### src/rtl/fcs_pkg.sv
// Shared definitions for the 802.15.4 CRC-16 generator/checker pair.
// One serial CRC step is exposed here so both directions compute it identically.
package fcs_pkg;

    localparam logic [15:0] CRC_POLY = 16'h8408;
    localparam logic [15:0] CRC_INIT = 16'h0000;

    typedef enum logic [1:0] {
        IDLE = 2'd0,
        MHR  = 2'd1,
        FCS  = 2'd2,
        DONE = 2'd3
    } fcs_chk_state_t;

    function automatic logic [15:0] crc16_step(input logic [15:0] crc,
                                               input logic        data_bit,
                                               input logic [15:0] poly = CRC_POLY);
        logic fb;
        fb = data_bit ^ crc[0];
        return (crc >> 1) ^ (fb ? poly : 16'h0000);
    endfunction

endpackage

### src/rtl/crc16_serial_core.sv
// Bit-serial reflected CRC-16 register; clear has priority over enable.
// Kept standalone so the FCS generator can reuse it unchanged.
module crc16_serial_core #(
    parameter logic [15:0] POLY = fcs_pkg::CRC_POLY,
    parameter logic [15:0] INIT = fcs_pkg::CRC_INIT
) (
    input  logic        clock,
    input  logic        reset,
    input  logic        clear,
    input  logic        enable,
    input  logic        data_bit,
    output logic [15:0] crc
);
    import fcs_pkg::*;

    always_ff @(posedge clock) begin
        if (reset) begin
            crc <= INIT;
        end else if (clear) begin
            crc <= INIT;
        end else if (enable) begin
            crc <= crc16_step(crc, data_bit, POLY);
        end
    end

endmodule

### config.mk
export PLATFORM = sky130hd
export DESIGN_NAME = crc16_serial_core
export DESIGN_NICKNAME = d
export VERILOG_FILES = /design/src/rtl/fcs_pkg.sv /design/src/rtl/crc16_serial_core.sv
export SDC_FILE = /design/constraint.sdc
export NUM_CORES = 1
export LEC_CHECK = 0
export ABC_AREA = 1
export BUFFER_PORTS_ARGS = -buffer_cell sky130_fd_sc_hd__buf_2
export CORE_UTILIZATION = 45
export CTS_BUF_LIST = sky130_fd_sc_hd__clkbuf_2 sky130_fd_sc_hd__clkbuf_4 sky130_fd_sc_hd__clkbuf_8
export DETAILED_ROUTE_END_ITERATION = 6
export GPL_TIMING_DRIVEN = 0
export PLACE_DENSITY = 0.75
export SYNTH_ARGS = -nofsm -noshare
export SYNTH_HDL_FRONTEND = slang
export SYNTH_SLANG_ARGS = --single-unit
### constraint.sdc
create_clock -name clock -period 0.9 [get_ports clock]
set_clock_uncertainty 0.15 [all_clocks]
set_input_delay 0.18 -clock clock [delete_from_list [all_inputs] [get_ports clock]]
set_output_delay 0.18 -clock clock [all_outputs]
set_load 0.01 [all_outputs]
==> impl_metrics.toml <==
[critical_path]
reg2reg_from = "crc[0]$_SDFFE_PP0P_"
crit_start = "crc[5]$_SDFFE_PP0P_"
path_class = "reg -> out"
cpPeakStageDelay_ns = 0.38
worst_ep_arrival_time_ns = 0.78
worstPathRequired_ns = 0.57
ff2ff_path_depth = 6
timing.rr.end = "crc[3]$_SDFFE_PP0P_"
cp_max_fo = 3
critPathTopFamily = "flip-flops"
crit_path_start_kind = "flop"
end_kind = "output port"
path_cells = "buf_6"
worst-path-buf-inv = 1
r2r_setup_slack_ns = -0.19
critPathSlowestCell = "dfxtp_2"

[drt]
vias = 744
drt_iter0_drc = 20
drt_first_pass_iters = 4
wl_um = 2020
drc_errors = 0
wl_per_cell_um = 14.5
vias_per_cell = 5.35
antenna_left = 0

[synthesis]
ys_seq_elements = 16
synth_common_cells = "25 x nand2_1, 16 x dfxtp_1, 10 x a21oi_1"
yosysMostFrequentCell = "nand2_1"
synth-edff-count = 0
yosysTopAreaCellShare_pct = 48.6
syn_area_um2 = 659
synth.yosys.warnings = 0
synthesis.nets = 90
yosysTopAreaCell = "dfxtp_1"
ys.flop_type = "dfxtp_1"
synthArstFlopShare_pct = 0
synth_area_leaders = "dfxtp_1 49%, nand2_1 14%, a21oi_1 7.6%"
yosysSeqAreaShare_pct = 48.6
syn_avg_cell_area_um2 = 7.76
syn_inst = 85
synthDistinctLibCells = 14

[worst_hold_path]
hold_class = "in -> reg"
hold_depth = 3
hold_path_end = "crc[14]$_SDFFE_PP0P_"
min_from = "enable"

[clocking]
cts_buffer_depth = 2
insertion_delay_ns = 0.29
cts_max_level = 1
root_buffer = "clkbuf_4"
cts.sinks = 16
cts_tree = "done"
clkSlewWorstSetupHoldPaths_ns = 0.11
cts_made_buffers = 3
postCtsHoldBufs = 0

[timing]
fin_tns_setup_ns = -3.29
finalCritPeriodShare_pct = 123
max_freq_mhz = 901
slew_headroom_pct = 85.8
setup_ws_ns = -0.210
rsz0062_at_grt = "yes"
finalCriticalPeriod_ns = 1.11
hold_violations = 0
worst_pin_slew_ns = 0.214
slew_violations = 0
setup_viol = 21

[global_route]
grt_pass1_vias = 578
grt_max_degree = 11
antenna_found_initial = 0
grt_overflow = 0
grt_pass1_wl_um = 2480
globalRouteTotalUtil_pct = 23.0

[finish]
largest_reg_flops = 16
drive_above_1_share_pct = 71.0
multiInputGateArea_um2 = 365
fin_nets = 130
fillers = 59
top_register = "crc"
syn2layout_area_growth_pct = 84.1
design_area_mm2 = 0.00121
n_antenna_cell = 0
reg.largest.list = "crc: 16 flops"
ff_latch_area_um2 = 343

[placement]
place_area_um2 = 791
port_buffers = 19
hpwlAfterDp_um = 942
gp_congestion = 0.778

[floorplan]
start_util_pct = 49.4
fp-row-count = 13
dieWidth_um = 40.3
die_h_um = 40.3
dieArea_mm2 = 0.00162
ios = 21
core-area_mm2 = 0.00133

[power]
leakage_uw = 0.000533
peakVddDrop_v = 0.000928
p_per_area_mw_per_mm2 = 1200

[job]
maxCapViolCount = 0

[outcome]
failed_checks = "negative setup slack"
status = "complete, but fails checks"
==> worst register-to-register path, cell delays in order (launching register included) <==
cell and delay [ns]:
dfxtp_4 0.39, buf_6 0.12, nand2_4 0.06, nand3_2 0.07, nand3_2 0.08, nand2_1 0.08, inv_1 0.05
==> report_power, final <==
| group | internal (µW) | switching [µW] | leakage (µW) |
|---|---|---|---|
| logic | 113 | 120 | 0.000374 |
| clock network | 246 | 246 | 0.0000210 |
| registers | 721 | 12.6 | 0.000138 |
==> routing by layer <==
layer	routed length, µm	track usage (%)	up-vias
met2	1010	36.3	36
met4	36	10.0	0
met5	0	0	-
li1	-	-	344
met1	871	30.8	358
met3	102	3.89	6
==> metrics by stage <==
step | worst slack [ns] | utilization [%] | hold WS (ns) | total power (µW) | cells
6_report | -0.210 | 91.0 | 0.0818 | 1460 | 139
5_1_grt | -0.234 | 91.0 | 0.0817 | 1490 | 139
4_1_cts | -0.202 | 78.9 | 0.0803 | 1370 | 135
3_5_place_dp | -0.242 | 59.3 | 0.314 | 880 | 119
3_3_place_gp | -0.230 | 59.3 | 0.308 | 879 | 119
2_1_floorplan | -0.112 | - | 0.239 | 843 | 85
==> worst max-delay path by stage <==
| stage | slack [ns] | cells after the start | end |
|---|---|---|---|
| 2_1_floorplan | -0.11 | 4 | crc[4]$_SDFFE_PP0P_ |
| 3_3_place_gp | -0.23 | 5 | crc[4]$_SDFFE_PP0P_ |
| 3_5_place_dp | -0.24 | 5 | crc[4]$_SDFFE_PP0P_ |
| 4_1_cts | -0.20 | 1 | crc[0] |
| 5_1_grt | -0.23 | 6 | crc[3]$_SDFFE_PP0P_ |
| 6_report | -0.21 | 1 | crc[5] |
==> cells by family (layout without fill, tap and decap cells) <==
family | after synthesis | count (layout) | synth area share (%)
and+or+nand+nor | 41 | 41 | 25.0
DFF | 16 | 16 | 48.6
AOI/OAI and AO/OA | 14 | 14 | 14.8
buffers and inverters | 14 | 53 | 11.6
==> cells in the final DEF, fill, tap and decap left out <==
master	Yosys	routed
nand3_2	0	7
nand2_4	0	1
buf_6	2	25
inv_4	0	2
a211oi_2	1	3
buf_4	2	10
or2_1	1	1
nand2_1	25	20
inv_2	1	2
clkbuf_4	0	3
nor2_2	0	1
inv_1	8	5
dfxtp_2	0	15
a211oi_4	1	1
a21oi_2	0	4
clkbuf_8	0	1
a21oi_1	10	6
buf_2	1	3
nor2_1	8	4
clkbuf_16	0	1
buf_8	0	1
nand2_2	0	4
nor2_4	0	3
dfxtp_4	0	1
==> area by class of cell <==
type / instances / share of cell area (%)
flip-flops and latches: 16 / 28.2
plain buffers: 5 / 4.12
inverters: 9 / 3.20
repair buffers: 35 / 29.8
multi-input cells: 55 / 30.1
clock buffers: 4 / 2.99
well taps: 15 / 1.55
==> what timing repair did <==
action,in CTS,in global routing
setup endpoints to repair,19,27
hold endpoints to repair,0,0
buffers inserted,12,5
pin swaps,4,13
resized for setup,36,29
gates cloned,0,1
(Power assumes the default switching activity.)
